[config.mk]
export PLATFORM = sky130hd
export DESIGN_NAME = vector_sequencer
export DESIGN_NICKNAME = d
export VERILOG_FILES = /design/src/rtl/vector_sequencer.sv
export SDC_FILE = /design/constraint.sdc
export NUM_CORES = 1
export LEC_CHECK = 0
export BUFFER_PORTS_ARGS = -buffer_cell sky130_fd_sc_hd__buf_2
export CAP_MARGIN = 25
export CORE_UTILIZATION = 45
export CTS_CLUSTER_DIAMETER = 30
export DETAILED_ROUTE_END_ITERATION = 8
export GPL_TIMING_DRIVEN = 0
export SKIP_CTS_REPAIR_TIMING = 1
export SYNTH_ARGS = -nofsm -noshare
export SYNTH_HDL_FRONTEND = slang
export SYNTH_SLANG_ARGS = --single-unit
export TNS_END_PERCENT = 50
[constraint.sdc]
create_clock -name clk -period 4.27 [get_ports clk]
set_input_delay 0.2135 -clock clk [delete_from_list [all_inputs] [get_ports clk]]
set_output_delay 0.2135 -clock clk [all_outputs]
set_load 0.03 [all_outputs]
[src/rtl/vector_sequencer.sv]
// vector_sequencer: table-driven stimulus/check controller for 3-in/1-out datapaths.
// Optional `VECTOR_SEQ_HALT_ON_ERROR_EN: end the run at the first mismatch.
module vector_sequencer #(
  parameter int NVEC   = 8,
  parameter int AW     = 3,
  parameter int SETTLE = 2
) (
  input  logic          clk,
  input  logic          reset_n,
  input  logic          start,
  input  logic [AW:0]   num_vec,
  input  logic          cfg_we,
  input  logic [AW-1:0] cfg_addr,
  input  logic [3:0]    cfg_wdata,
  output logic          dut_a,
  output logic          dut_b,
  output logic          dut_c,
  input  logic          dut_y,
  output logic          busy,
  output logic          done,
  output logic [AW:0]   err_count,
  output logic          fail_valid,
  output logic [AW-1:0] first_fail_idx,
  output logic          pass
);

  localparam int CW = (SETTLE > 1) ? $clog2(SETTLE) : 1;

  typedef enum logic [1:0] {
    IDLE,
    DRIVE,
    CHECK,
    DONE
  } state_t;

  state_t        state;
  logic [3:0]    tbl [NVEC];
  logic [AW:0]   nvec;
  logic [AW-1:0] idx;
  logic [AW-1:0] nxt_idx;
  logic [CW-1:0] cnt;
  logic [AW:0]   num_clamped;
  logic          miss;
  logic          last;
  logic          stop;

  // Clamp request, mismatch detection and end-of-run decision
  always_comb begin
    num_clamped = num_vec;
    if (num_vec > (AW+1)'(NVEC))
      num_clamped = (AW+1)'(NVEC);
    nxt_idx = idx + 1'b1;
    // 4-state compare so an X/Z response counts as a failure
    miss = (dut_y !== tbl[idx][0]);
    last = ({1'b0, idx} == nvec - 1'b1);
`ifdef VECTOR_SEQ_HALT_ON_ERROR_EN
    stop = last | miss;
`else
    stop = last;
`endif
  end

  // Vector table: written only while no run is active, never reset
  always_ff @(posedge clk) begin
    if (cfg_we && !busy)
      tbl[cfg_addr] <= cfg_wdata;
  end

  // Run controller with registered stimulus and status
  always_ff @(posedge clk) begin
    if (!reset_n) begin
      state          <= IDLE;
      nvec           <= '0;
      idx            <= '0;
      cnt            <= '0;
      dut_a          <= 1'b0;
      dut_b          <= 1'b0;
      dut_c          <= 1'b0;
      busy           <= 1'b0;
      done           <= 1'b0;
      pass           <= 1'b0;
      err_count      <= '0;
      fail_valid     <= 1'b0;
      first_fail_idx <= '0;
    end else begin
      unique case (state)
        IDLE, DONE: begin
          if (start) begin
            nvec           <= num_clamped;
            idx            <= '0;
            cnt            <= '0;
            err_count      <= '0;
            fail_valid     <= 1'b0;
            first_fail_idx <= '0;
            if (num_clamped == '0) begin
              state <= DONE;
              done  <= 1'b1;
              pass  <= 1'b1;
              busy  <= 1'b0;
            end else begin
              state <= DRIVE;
              done  <= 1'b0;
              pass  <= 1'b0;
              busy  <= 1'b1;
              {dut_a, dut_b, dut_c} <= tbl[0][3:1];
            end
          end
        end
        DRIVE: begin
          if (cnt == CW'(SETTLE - 1)) begin
            cnt   <= '0;
            state <= CHECK;
          end else begin
            cnt <= cnt + 1'b1;
          end
        end
        CHECK: begin
          if (miss) begin
            if (err_count != '1)
              err_count <= err_count + 1'b1;
            if (!fail_valid) begin
              fail_valid     <= 1'b1;
              first_fail_idx <= idx;
            end
          end
          if (stop) begin
            state <= DONE;
            busy  <= 1'b0;
            done  <= 1'b1;
            pass  <= ~(fail_valid | miss);
          end else begin
            idx   <= nxt_idx;
            state <= DRIVE;
            {dut_a, dut_b, dut_c} <= tbl[nxt_idx][3:1];
          end
        end
        default: state <= IDLE;
      endcase
    end
  end

endmodule

# Word-level counts from Yosys, hierarchy flattened
# Memory sizes are Yosys's and may differ from the RTL's. A register that Yosys moved wholly into a read port is not among the register bits.
# Cells that the tools add are included.
# word_totals
register_bits,24
mem_bits_rw,32
inputBits,16
output_inout_bits,14
wordCells,98
mem_count,1
# memory_table
name,depth,width,rd,rd_clocked_by_memory_dff,wr,line,source
tbl,8,4,3,1,1,37,logic [3:0] tbl [NVEC];
# classes
addsub,4
n_lt_le_gt_ge,1
n_eq_ne,14
n_mux,47
bitwise,2
reduce_logical,16
# op_table
op,count
$mux W1,21
$mux W3,6
$mux W4,4
$ne A2 B2 Y1 const B,8
$pmux W1 S2,8
$pmux W3 S2,2
$reduce_and A4 Y1,3
$reduce_and A3 Y1,3
$mux W2,4
$pmux W4 S2,1
$pmux W2 S3,1
$reduce_and A2 Y1,3
$add A4 B1 Y4 const B,1
$eq A2 B2 Y1 const B,2
$eq A3 B4 Y1,1
$gt A4 B4 Y1 const B,1
$logic_not A4 Y1,1
$ne A4 B4 Y1 const B,1
$reduce_bool A2 Y1,2
$sub A4 B1 Y4 const B,1
$add A3 B1 Y3 const B,1
$eq A2 B1 Y1 const B,1
$logic_not A2 Y1,1
$reduce_or A2 Y1,1
other kinds (6),6

# Logic depth before layout (Yosys ltp)
# Gate-level depths: netlist (run 1).
# depth
depth_word,6
depth_mapped,8
depth_no_buf,7

# Least setup slack after synthesis (run 1)
# No wires, ideal clock.
# synth_timing
path_kind,reg2reg
startpoint,register with a tool-made name
endpoint,register first_fail_idx[0]
setup_ns,0.128
t_arrival_ns,1.849
required_time_ns,4.142
slack_ns,2.293
path_stages_with_launch,6
n_path_buf,0
period_less_slack_ns,1.977
cell_sequence,dfxtp_1 mux2_1 mux4_2 mux2_4 a211oi_2 o22ai_1
# synth_rtl
item,line,source
"end signal, assigned",123,first_fail_idx <= idx;
"end, declared",23,"output logic [AW-1:0] first_fail_idx,"

# Final worst setup path (run 1)
# layout_timing
startpoint,register nvec[0]
endpoint,register dut_c
# layout_via
elab_chain_cells,4
# layout_rtl
item,line,source
"start, declared",38,logic [AW:0] nvec;
"start signal, assigned",89,nvec <= num_clamped;
$sub A4 B1 Y4,55,"last = ({1'b0, idx} == nvec - 1'b1);"
$eq A3 B4 Y1,55,
$ne A2 B2 Y1 (no source line),-,
$reduce_and A4 Y1 (no source line),-,
"end signal, assigned",105,"{dut_a, dut_b, dut_c} <= tbl[0][3:1];"
"end signal, assigned",134,"{dut_a, dut_b, dut_c} <= tbl[nxt_idx][3:1];"
"end, declared",17,"output logic dut_c,"
# Every way passes these cells.
# A chain may end at the register's enable or synchronous reset.

==> out/summary.json, run 1 <==
{
  "synth_area": {"value": 2706, "unit": "um^2"},
  "worst_ep_required_time": {"value": 4.54, "unit": "ns"},
  "finalNetCount": {"value": 289},
  "buffer_ports.inserted": {"value": 29},
  "mostFrequentLayoutCells": {"value": "32 x sky130_fd_sc_hd__buf_2, 32 x sky130_fd_sc_hd__edfxtp_1, 27 x sky130_fd_sc_hd__dfxtp_1"},
  "clk_path_buf_depth": {"value": 2},
  "vias": {"value": 1874},
  "grt_start_max_net_pins": {"value": 11},
  "setup-tns-final": {"value": 0, "unit": "ns"},
  "estimated_wirelength_of_the_detail_placed_design": {"value": 3.845, "unit": "mm"},
  "maxCapViolCount": {"value": 0},
  "maxSlewViolCount": {"value": 0},
  "crit_cells": {"value": 8},
  "post_drt_wl_per_cell": {"value": 15.62, "unit": "um"},
  "worstRegToRegCells": {"value": 8},
  "category_of_the_critical_setup_timing_path": {"value": "register to register"},
  "pwr_density_cell": {"value": 575.9, "unit": "nW/um^2"},
  "clock_tree_from_tritoncts": {"value": "done"},
  "worst_hold_path_type": {"value": "input pin to register"},
  "setup-violations-final": {"value": 0},
  "num_io_pins": {"value": 30},
  "syn-instance-count": {"value": 227},
  "placement_rows": {"value": 27},
  "grt_antenna_before_repair": {"value": 0},
  "synth_sequential_area_ratio": {"value": 0.5548},
  "synthesis.yosys.warnings": {"value": 0},
  "fillers": {"value": 489},
  "floorplan.die_area": {"value": 6328, "unit": "um^2"},
  "drc_marker_count_from_the_first_detailed_route_iteration": {"value": 108},
  "wire_length_of_the_first_global_routing_pass": {"value": 8.562, "unit": "mm"},
  "final_hold_viol_count": {"value": 0},
  "cts.sink_count": {"value": 59},
  "max_stage_delay": {"value": 0.67, "unit": "ns"},
  "max_slew.worst_pin.slew": {"value": 1.017, "unit": "ns"},
  "worst_slew_margin_rel": {"value": 0.3157},
  "mappedNetlistNets": {"value": 249},
  "h-tree-depth": {"value": 3},
  "path_max_fanout": {"value": 10},
  "route.detailed.drc": {"value": 0},
  "synth_enable_flop_cells": {"value": 32},
  "setup.worst_path.start_class": {"value": "register"},
  "grt_overflow": {"value": 0},
  "gp_routability_congestion": {"value": 0.7641},
  "postSynthAreaPerCell": {"value": 11.92, "unit": "um^2"},
  "power_leakage": {"value": 1.153, "unit": "nW"},
  "hold_slack": {"value": 0.1374, "unit": "ns"},
  "result_of_the_run": {"value": "finished clean"},
  "fp.dieH": {"value": 79.55, "unit": "um"},
  "path_delay_family": {"value": "compound AO/OA/AOI/OAI gates"},
  "floorplan.initialDensity": {"value": 0.4797},
  "holdPathStages": {"value": 1},
  "route.final.wire_length": {"value": 5.374, "unit": "mm"},
  "flow.area_growth_from_synthesis": {"value": 16.37, "unit": "%"},
  "total_grt_usage": {"value": 0.1860},
  "synth_top_flop_cell": {"value": "sky130_fd_sc_hd__edfxtp_1"},
  "final_min_period_over_clock_period": {"value": 0.5175},
  "signal_arrival_time_at_the_worst_endpoint": {"value": 2.48, "unit": "ns"},
  "number_of_distinct_library_cells_after_synthesis": {"value": 45},
  "remaining_antenna_violation_count": {"value": 0},
  "crit_path_cell_trace": {"value": "inv_1 -> ha_1 -> xor2_1 -> nand3_1 -> a21oi_1 -> buf_2 -> a211oi_1 -> mux2i_1"},
  "cp-end-kind": {"value": "register"},
  "first_global_vias": {"value": 1802},
  "rsz_0062_raised_after_global_routing": {"value": "false"},
  "crit_buf_inv": {"value": 2},
  "vdd.ir_drop.worst": {"value": 313.6, "unit": "uV"},
  "achievable-frequency": {"value": 0.4525, "unit": "GHz"},
  "share_of_layout_cells_above_drive_strength_1": {"value": 0.2169},
  "clock_insertion_delay_worst_skew": {"value": 0.34, "unit": "ns"},
  "antennaDiodeCount": {"value": 0},
  "numCtsBuffers": {"value": 9},
  "cts.root.buffer_cell": {"value": "sky130_fd_sc_hd__clkbuf_8"},
  "core_area": {"value": 5642, "unit": "um^2"},
  "avgViaCountPerCell": {"value": 5.448},
  "postSynthRegisterBits": {"value": 59},
  "timing.critical_path.slowest_stage_cell": {"value": "sky130_fd_sc_hd__a211oi_1"},
  "post-route-min-period": {"value": 2.210, "unit": "ns"},
  "detail_route.first_pass.iterations": {"value": 4},
  "synth-async-reset-ratio": {"value": 0},
  "clock_skew": {"value": 0.006585, "unit": "ns"},
  "die_x": {"value": 79.55, "unit": "um"},
  "cts.clk_slew.worst_paths": {"value": 0.07, "unit": "ns"}
}
[cell families (layout without fill, tap and decap cells)]
group	Yosys count	count (layout)	share of synthesized area
simple gates	72	72	0.1401
xor+xnor	4	4	0.01294
mux	23	23	0.1257
buf+inv	17	62	0.02496
fa+ha+maj	6	6	0.02774
flops	59	59	0.5548
compound gates	46	46	0.1137
[sequential cells by signal, indices dropped and copies added (netlist names), named ones only]
signal	flops
err_count	4
idx	3
fail_valid	1
done	1
pass	1
tbl	32
busy	1
dut_a	1
nvec	4
first_fail_idx	3
dut_b	1
state	2
dut_c	1
cnt	1
[power by group]
group	internal (mW)	switching, mW	total, mW
registers	0.653	0.0408	0.694
clock network	0.324	0.220	0.544
logic	0.222	0.353	0.575
[Yosys cell counts (2+ instances only)]
cell type                   n  area share
sky130_fd_sc_hd__xor2_1     4       0.013
sky130_fd_sc_hd__mux2i_1   10       0.037
sky130_fd_sc_hd__nand3b_1   2      0.0055
sky130_fd_sc_hd__a31oi_1    2      0.0046
sky130_fd_sc_hd__o32ai_1    2      0.0065
sky130_fd_sc_hd__nand3_1    7       0.013
sky130_fd_sc_hd__nand2_1   24       0.033
sky130_fd_sc_hd__nand2b_1   5       0.012
sky130_fd_sc_hd__a21oi_1   12       0.022
sky130_fd_sc_hd__and2_1     2      0.0046
sky130_fd_sc_hd__mux2_1     4       0.017
sky130_fd_sc_hd__nor2_1     7      0.0097
sky130_fd_sc_hd__o22ai_1    5       0.012
sky130_fd_sc_hd__buf_2      3      0.0055
sky130_fd_sc_hd__nor3b_1    3      0.0083
sky130_fd_sc_hd__mux4_2     7       0.058
sky130_fd_sc_hd__o21ai_0    6       0.011
sky130_fd_sc_hd__nor3_1     5      0.0092
sky130_fd_sc_hd__inv_1      7      0.0097
sky130_fd_sc_hd__nor4_1     4      0.0092
sky130_fd_sc_hd__edfxtp_1  32        0.36
sky130_fd_sc_hd__nand4b_1   3      0.0097
sky130_fd_sc_hd__ha_1       6       0.028
sky130_fd_sc_hd__and3_1     2      0.0046
sky130_fd_sc_hd__clkbuf_1   6      0.0083
sky130_fd_sc_hd__a211oi_1   4       0.011
sky130_fd_sc_hd__o21a_1     3      0.0083
sky130_fd_sc_hd__nor2b_1    4      0.0092
sky130_fd_sc_hd__dfxtp_1   27        0.20
sky130_fd_sc_hd__a211oi_2   2      0.0092
sky130_fd_sc_hd__o211ai_1   3      0.0083
[path summary, 6_finish.rpt]
kind,startpoint,end,slack [ns]
worst max register to register,nvec[0],dut_c,2.06
worst max-delay path,nvec[0],dut_c,2.06
worst min-delay path,cfg_wdata[0],tbl[6][0],0.14
worst min register to register,dut_a,dut_a,0.46
[layer usage]
layer	routed length (um)	vias up	track usage
li1	-	939	-
met1	2430	882	0.2256
met2	2637	42	0.3077
met3	192	11	0.03771
met4	113	0	0.1036
met5	0	-	0
[stage by stage]
step,util,instance area (um^2),setup slack (ns),std cells,total power [mW]
CTS,0.5582,3149,2.048,344,1.822
detailed placement,0.5214,2942,2.064,328,1.282
global route,0.5582,3149,1.900,344,1.918
floorplan,-,2706,2.293,227,1.140
finish,0.5582,3149,2.060,344,1.814
global placement,0.5214,2942,2.068,328,1.275
[final cells by class]
cell class | instances | area [um^2] | area share
buffer | 10 | 41.29 | 0.01311
sequential | 59 | 1501 | 0.4768
multi-input combinational | 151 | 1137 | 0.3611
clock inverter | 6 | 80.08 | 0.02543
clock buffer | 10 | 127.6 | 0.04052
tap | 72 | 90.09 | 0.02861
timing repair buffer | 29 | 145.1 | 0.04609
inverter | 7 | 26.28 | 0.008343
(Power assumes the default switching activity.)
==> run 2, diff against run 1 <==
--- a/config.mk
+++ b/config.mk
@@ -11,6 +11,7 @@
 export CTS_CLUSTER_DIAMETER = 30
 export DETAILED_ROUTE_END_ITERATION = 8
 export GPL_TIMING_DRIVEN = 0
+export PLACE_DENSITY = 0.66
 export SKIP_CTS_REPAIR_TIMING = 1
 export SYNTH_ARGS = -nofsm -noshare
 export SYNTH_HDL_FRONTEND = slang
==> constraint.sdc (replaced) <==
create_clock -name clk -period 1.8 [get_ports clk]
set_input_delay 0.09 -clock clk [delete_from_list [all_inputs] [get_ports clk]]
set_output_delay 0.09 -clock clk [all_outputs]
set_load 0.03 [all_outputs]
==> run 2 against run 1 <==
Combinational power rose to 2.9 times the previous value. Non-clock buffer count rose by 4. Critical path type unchanged. Utilization rose by 3.2 points. Fmax rose by 9.7%. The run now ends with setup timing left. Die area did not move. Setup slack got worse by 2.3 ns. Clock power rose by 150%. Final cell count rose by 1.2%. First-iteration DRC count fell by 2.8%. Register-to-register slack got worse by 2.3 ns. Flip-flop and latch count did not move.
==> out/summary.json, run 2 (synthesis gave the netlist of run 1 again) <==
{
  "result_of_the_run": {"value": "complete, but fails checks"},
  "violations_in_the_final_reports": {"value": "setup timing"},
  "path_max_fanout": {"value": 4},
  "rsz_0062_raised_after_global_routing": {"value": "true"},
  "route.detailed.drc": {"value": 0},
  "placement_rows": {"value": 27},
  "flow.area_growth_from_synthesis": {"value": 23.07, "unit": "%"},
  "dpl_worst_slack": {"value": -0.3807, "unit": "ns"},
  "cts.clk_slew.worst_paths": {"value": 0.07, "unit": "ns"},
  "cts.root.buffer_cell": {"value": "sky130_fd_sc_hd__clkbuf_8"},
  "worst_slew_margin_rel": {"value": 0.3132},
  "fillers": {"value": 457},
  "largest_register_ff_count": {"value": 32},
  "num_io_pins": {"value": 30},
  "floorplan.initialDensity": {"value": 0.4797},
  "maxCapViolCount": {"value": 0},
  "wire_length_of_the_first_global_routing_pass": {"value": 9.052, "unit": "mm"},
  "maxSlewViolCount": {"value": 0},
  "category_of_the_critical_setup_timing_path": {"value": "register to register"},
  "signal_arrival_time_at_the_worst_endpoint": {"value": 2.23, "unit": "ns"},
  "post-route-min-period": {"value": 2.014, "unit": "ns"},
  "wl_met1": {"value": 2.700, "unit": "mm"},
  "route.final.wire_length": {"value": 5.510, "unit": "mm"},
  "floorplan.die_area": {"value": 6328, "unit": "um^2"},
  "share_of_layout_cells_above_drive_strength_1": {"value": 0.3225},
  "gp_routability_congestion": {"value": 0.7747},
  "drc_marker_count_from_the_first_detailed_route_iteration": {"value": 105},
  "met3_wire_length": {"value": 252, "unit": "um"},
  "final_hold_viol_count": {"value": 0},
  "post_drt_wl_per_cell": {"value": 15.83, "unit": "um"},
  "vdd.ir_drop.worst": {"value": 708.8, "unit": "uV"},
  "numCtsBuffers": {"value": 9},
  "cp-end-kind": {"value": "register"},
  "top_signal_layer_used": {"value": "met4"},
  "setup-violations-final": {"value": 9},
  "first_global_vias": {"value": 1849},
  "fp.dieH": {"value": 79.55, "unit": "um"},
  "estimated_wirelength_of_the_detail_placed_design": {"value": 3.912, "unit": "mm"},
  "remaining_antenna_violation_count": {"value": 0},
  "worst_ep_required_time": {"value": 2.02, "unit": "ns"},
  "final_min_period_over_clock_period": {"value": 1.119},
  "finalPower": {"value": 4.656, "unit": "mW"},
  "total_grt_usage": {"value": 0.1952},
  "grt_overflow": {"value": 0},
  "clk_path_buf_depth": {"value": 2},
  "top_regs": {"value": "tbl x32, err_count x4, nvec x4"},
  "clock_insertion_delay_worst_skew": {"value": 0.34, "unit": "ns"},
  "grt_antenna_before_repair": {"value": 0},
  "mostFrequentLayoutCell": {"value": "sky130_fd_sc_hd__edfxtp_1"},
  "largest-register": {"value": "tbl"},
  "h-tree-depth": {"value": 3},
  "die_x": {"value": 79.55, "unit": "um"},
  "met2_length": {"value": 2.453, "unit": "mm"},
  "max_slew.worst_pin.slew": {"value": 1.021, "unit": "ns"},
  "clock_skew": {"value": 0.01400, "unit": "ns"},
  "finalNetCount": {"value": 293},
  "vias": {"value": 1956},
  "detail_route.first_pass.iterations": {"value": 4},
  "achievable-frequency": {"value": 0.4966, "unit": "GHz"},
  "cts.sink_count": {"value": 59},
  "clock_tree_from_tritoncts": {"value": "done"},
  "grt_start_max_net_pins": {"value": 13},
  "buffer_ports.inserted": {"value": 29},
  "postLayoutSetupSlackWorst": {"value": -0.2136, "unit": "ns"},
  "avgViaCountPerCell": {"value": 5.621},
  "setup.worst_path.start_class": {"value": "register"},
  "pwr_density_cell": {"value": 1398, "unit": "nW/um^2"},
  "worst_hold_path_type": {"value": "input pin to register"},
  "mostFrequentLayoutCells": {"value": "32 x sky130_fd_sc_hd__edfxtp_1, 29 x sky130_fd_sc_hd__buf_2, 23 x sky130_fd_sc_hd__nand2_1, 23 x sky130_fd_sc_hd__dfxtp_1"},
  "core_area": {"value": 5642, "unit": "um^2"},
  "antennaDiodeCount": {"value": 0},
  "power_leakage": {"value": 1.207, "unit": "nW"}
}
run 2: critical path, stage by stage, from the launching register on:
cell,delay (ns)
sky130_fd_sc_hd__dfxtp_4,0.39
sky130_fd_sc_hd__mux2_4,0.30
sky130_fd_sc_hd__mux4_2,0.51
sky130_fd_sc_hd__mux2_4,0.36
sky130_fd_sc_hd__a211oi_4,0.25
sky130_fd_sc_hd__o22ai_1,0.10
run 2: cell type report:
class                           instances  area (um^2)  share of cell area
Sequential cell                        59         1511              0.4538
Multi-Input combinational cell        151         1224              0.3674
Timing Repair Buffer                   34        190.2             0.05710
Clock buffer                            9        123.9             0.03719
Clock inverter                          7        100.1             0.03005
Tap cell                               72        90.09             0.02705
Buffer                                  9        65.06             0.01953
Inverter                                7        26.28            0.007889
run 2: metal layers:
metal / GRT usage / up-vias
met5: 0 / -
met4: 0.08909 / 0
met3: 0.05143 / 11
met2: 0.2812 / 44
met1: 0.2733 / 952
li1: - / 949
run 2: power breakdown:
part	switching [mW]	internal, mW
sequential	0.102	1.55
combinational	0.937	0.709
clock	0.568	0.785
total	1.61	3.05
run 2: path summary, 6_finish.rpt:
check                from  cells after the start                end  slack (ns)
max              register                      5  first_fail_idx[2]       -0.21
min          cfg_wdata[0]                      1          tbl[3][0]        0.02
max reg2reg      register                      5  first_fail_idx[2]       -0.21
min reg2reg          done                      2               done        0.47
run 2: metrics by stage:
stage	setup TNS, ns	cells	cell area (um^2)	hold slack [ns]	util
finish	-1.367	348	3331	0.01771	0.5904
CTS	-4.174	344	3194	0.005921	0.5662
global route	-2.216	348	3331	0.001478	0.5904
global placement	-3.273	328	2970	0.3574	0.5265
floorplan	-0.7960	227	2735	0.1889	-
detailed placement	-3.675	328	2970	0.3623	0.5265
==> run 3, diff against run 2 <==
--- a/config.mk
+++ b/config.mk
@@ -12,7 +12,9 @@
 export DETAILED_ROUTE_END_ITERATION = 8
 export GPL_TIMING_DRIVEN = 0
 export PLACE_DENSITY = 0.66
+export SETUP_SLACK_MARGIN = 0.2
 export SKIP_CTS_REPAIR_TIMING = 1
+export SLEW_MARGIN = 20
 export SYNTH_ARGS = -nofsm -noshare
 export SYNTH_HDL_FRONTEND = slang
 export SYNTH_SLANG_ARGS = --single-unit
==> constraint.sdc (replaced) <==
create_clock -name clk -period 1.8 [get_ports clk]
set_input_delay 0.09 -clock clk [delete_from_list [all_inputs] [get_ports clk]]
set_output_delay 0.09 -clock clk [all_outputs]
set_load 0.02 [all_outputs]
==> run 3 against run 2 <==
The run still ends with setup timing left. Final cell count is 1.4% higher. Critical endpoint is now first_fail_idx[1]. Largest cell class unchanged. Critical path depth stayed put. Routed wire length is 2.3% higher. Cell area is 1.9% higher.
==> out/summary.json, run 3 (synthesis gave the netlist of run 1 again) <==
{
  "largest_register_ff_count": {"value": 32},
  "total_grt_usage": {"value": 0.1886},
  "buffer_ports.inserted": {"value": 29},
  "clock_insertion_delay_worst_skew": {"value": 0.34, "unit": "ns"},
  "die_x": {"value": 79.55, "unit": "um"},
  "route.detailed.drc": {"value": 0},
  "detail_route.first_pass.iterations": {"value": 4},
  "grt.met2_usage": {"value": 0.3068},
  "maxCapViolCount": {"value": 0},
  "clk_path_buf_depth": {"value": 2},
  "result_of_the_run": {"value": "complete, but fails checks"},
  "core_area": {"value": 5642, "unit": "um^2"},
  "fp.dieH": {"value": 79.55, "unit": "um"},
  "floorplan.initialDensity": {"value": 0.4797},
  "route.final.wire_length": {"value": 5.638, "unit": "mm"},
  "grt_overflow": {"value": 0},
  "worst_hold_path_type": {"value": "input pin to register"},
  "cts.sink_count": {"value": 59},
  "top_regs": {"value": "tbl x32, err_count x4, nvec x4"},
  "postLayoutSetupSlackWorst": {"value": -0.2280, "unit": "ns"},
  "fillers": {"value": 450},
  "setup.worst_path.start_class": {"value": "register"},
  "placedCellCount": {"value": 328},
  "flow.area_growth_from_synthesis": {"value": 25.43, "unit": "%"},
  "area.sequential": {"value": 1513, "unit": "um^2"},
  "clock_skew": {"value": 0.008057, "unit": "ns"},
  "num_io_pins": {"value": 30},
  "wire_length_of_the_first_global_routing_pass": {"value": 8.659, "unit": "mm"},
  "largest-register": {"value": "tbl"},
  "vias": {"value": 1937},
  "numCtsBuffers": {"value": 9},
  "final_min_period_over_clock_period": {"value": 1.127},
  "mostFrequentLayoutCell": {"value": "sky130_fd_sc_hd__edfxtp_1"},
  "timing.critical_path.slowest_stage_cell": {"value": "sky130_fd_sc_hd__mux4_2"},
  "antennaDiodeCount": {"value": 0},
  "crit_path_cell_trace": {"value": "mux2_4 -> mux4_2 -> mux2_4 -> a211oi_4 -> o22ai_1"},
  "grt_antenna_before_repair": {"value": 0},
  "setup-violations-final": {"value": 9},
  "dpl-instance-area": {"value": 3004, "unit": "um^2"},
  "path_max_fanout": {"value": 4},
  "use_met3": {"value": 0.05257},
  "cts.root.buffer_cell": {"value": "sky130_fd_sc_hd__clkbuf_8"},
  "avgViaCountPerCell": {"value": 5.487},
  "finish.instance_area": {"value": 3395, "unit": "um^2"},
  "signal_arrival_time_at_the_worst_endpoint": {"value": 2.25, "unit": "ns"},
  "crit_path_frequent_cell": {"value": "sky130_fd_sc_hd__mux2_4"},
  "post_drt_wl_per_cell": {"value": 15.97, "unit": "um"},
  "cts.clk_slew.worst_paths": {"value": 0.07, "unit": "ns"},
  "power_leakage": {"value": 1.233, "unit": "nW"},
  "maxSlewViolCount": {"value": 0},
  "dpl_worst_slack": {"value": -0.2753, "unit": "ns"},
  "rsz_0062_raised_after_global_routing": {"value": "true"},
  "violations_in_the_final_reports": {"value": "setup timing"},
  "category_of_the_critical_setup_timing_path": {"value": "register to register"},
  "floorplan.die_area": {"value": 6328, "unit": "um^2"},
  "achievable-frequency": {"value": 0.4931, "unit": "GHz"},
  "post-route-min-period": {"value": 2.028, "unit": "ns"},
  "remaining_antenna_violation_count": {"value": 0},
  "busiest_layer": {"value": "met2"},
  "clock_tree_from_tritoncts": {"value": "done"},
  "p_int": {"value": 2.944, "unit": "mW"},
  "finalNetCount": {"value": 298},
  "gp_routability_congestion": {"value": 0.7864},
  "p_switching": {"value": 1.591, "unit": "mW"},
  "cp-end-kind": {"value": "register"},
  "mostFrequentLayoutCells": {"value": "32 x sky130_fd_sc_hd__edfxtp_1, 30 x sky130_fd_sc_hd__buf_2, 22 x sky130_fd_sc_hd__nand2_1, 22 x sky130_fd_sc_hd__dfxtp_1"},
  "power_switching_share": {"value": 0.3508},
  "pwr_density_cell": {"value": 1336, "unit": "nW/um^2"},
  "hold_slack": {"value": 0.02940, "unit": "ns"},
  "grt_start_max_net_pins": {"value": 12},
  "multi_input_comb_area": {"value": 1276, "unit": "um^2"},
  "pwr-share-comb": {"value": 0.374},
  "vdd.ir_drop.worst": {"value": 722.3, "unit": "uV"},
  "worst_ep_required_time": {"value": 2.02, "unit": "ns"},
  "max_slew.worst_pin.slew": {"value": 0.8636, "unit": "ns"},
  "first_global_vias": {"value": 1802},
  "worst_slew_margin_rel": {"value": 0.4189},
  "drc_marker_count_from_the_first_detailed_route_iteration": {"value": 73},
  "max_stage_delay": {"value": 0.55, "unit": "ns"},
  "final_hold_viol_count": {"value": 0},
  "placement_rows": {"value": 27},
  "final_core_util": {"value": 0.6017},
  "grt_use_met1": {"value": 0.2273},
  "share_of_layout_cells_above_drive_strength_1": {"value": 0.3523},
  "finish.cell_count_without_fillers": {"value": 353},
  "h-tree-depth": {"value": 3},
  "estimated_wirelength_of_the_detail_placed_design": {"value": 3.819, "unit": "mm"},
  "power.share.clock": {"value": 0.259},
  "seqPwrFrac": {"value": 0.367}
}
## run 3: changes by cell type in the layout (fill, tap and decap cells not counted), moves of 2 or more
| cell | delta |
|---|---|
| sky130_fd_sc_hd__nor4_2 | +3 |
| sky130_fd_sc_hd__clkbuf_2 | +2 |
| sky130_fd_sc_hd__buf_4 | +2 |
| sky130_fd_sc_hd__clkinv_1 | +2 |
| sky130_fd_sc_hd__nor4_1 | -3 |
| sky130_fd_sc_hd__ha_2 | -2 |
## run 3: critical path, delay by kind of cell (launching register included)
family	cells	cell delay, ns
muxes	3	1.22
DFF	1	0.39
AOI/OAI and AO/OA	2	0.31
## run 3: area by class of cell
class                      instances  share of cell area
tap                               72             0.02654
timing repair buffer              38             0.06672
inverter                           7            0.007740
buffer                            10             0.02064
multi-input combinational        151              0.3760
sequential                        59              0.4456
clock inverter                     7             0.02027
clock buffer                       9             0.03649
## run 3: power groups by stage
| stage | registers [mW] | clock network (mW) | logic (mW) |
|---|---|---|---|
| after detailed placement | 1.69 | 0 | 1.46 |
| after floorplan | 1.72 | 0 | 1.10 |
| final | 1.67 | 1.17 | 1.69 |
| after global placement | 1.68 | 0 | 1.45 |
| after CTS | 1.66 | 1.19 | 1.47 |
| after global routing | 1.69 | 1.25 | 1.84 |
## run 3: layer usage
layer / up-vias / wire (um)
li1: 961 / -
met1: 922 / 2547
met2: 45 / 2812
met5: - / 0
met4: 0 / 85
met3: 9 / 192
## run 3: path summary, 6_finish.rpt
kind                startpoint                 to  slack [ns]  cells after the start
setup / recovery      register  first_fail_idx[1]       -0.23                      5
hold / removal    cfg_wdata[0]          tbl[5][0]        0.03                      1
setup reg to reg      register  first_fail_idx[1]       -0.23                      5
hold reg to reg          dut_a              dut_a        0.46                      2
## run 3: per-stage QoR
stage                     setup TNS (ns)  total power [mW]
final                             -1.814             4.535
after global routing              -2.528             4.777
after CTS                         -2.280             4.326
after detailed placement          -1.841             3.154
after global placement            -1.736             3.132
after floorplan                  -0.6236             2.826
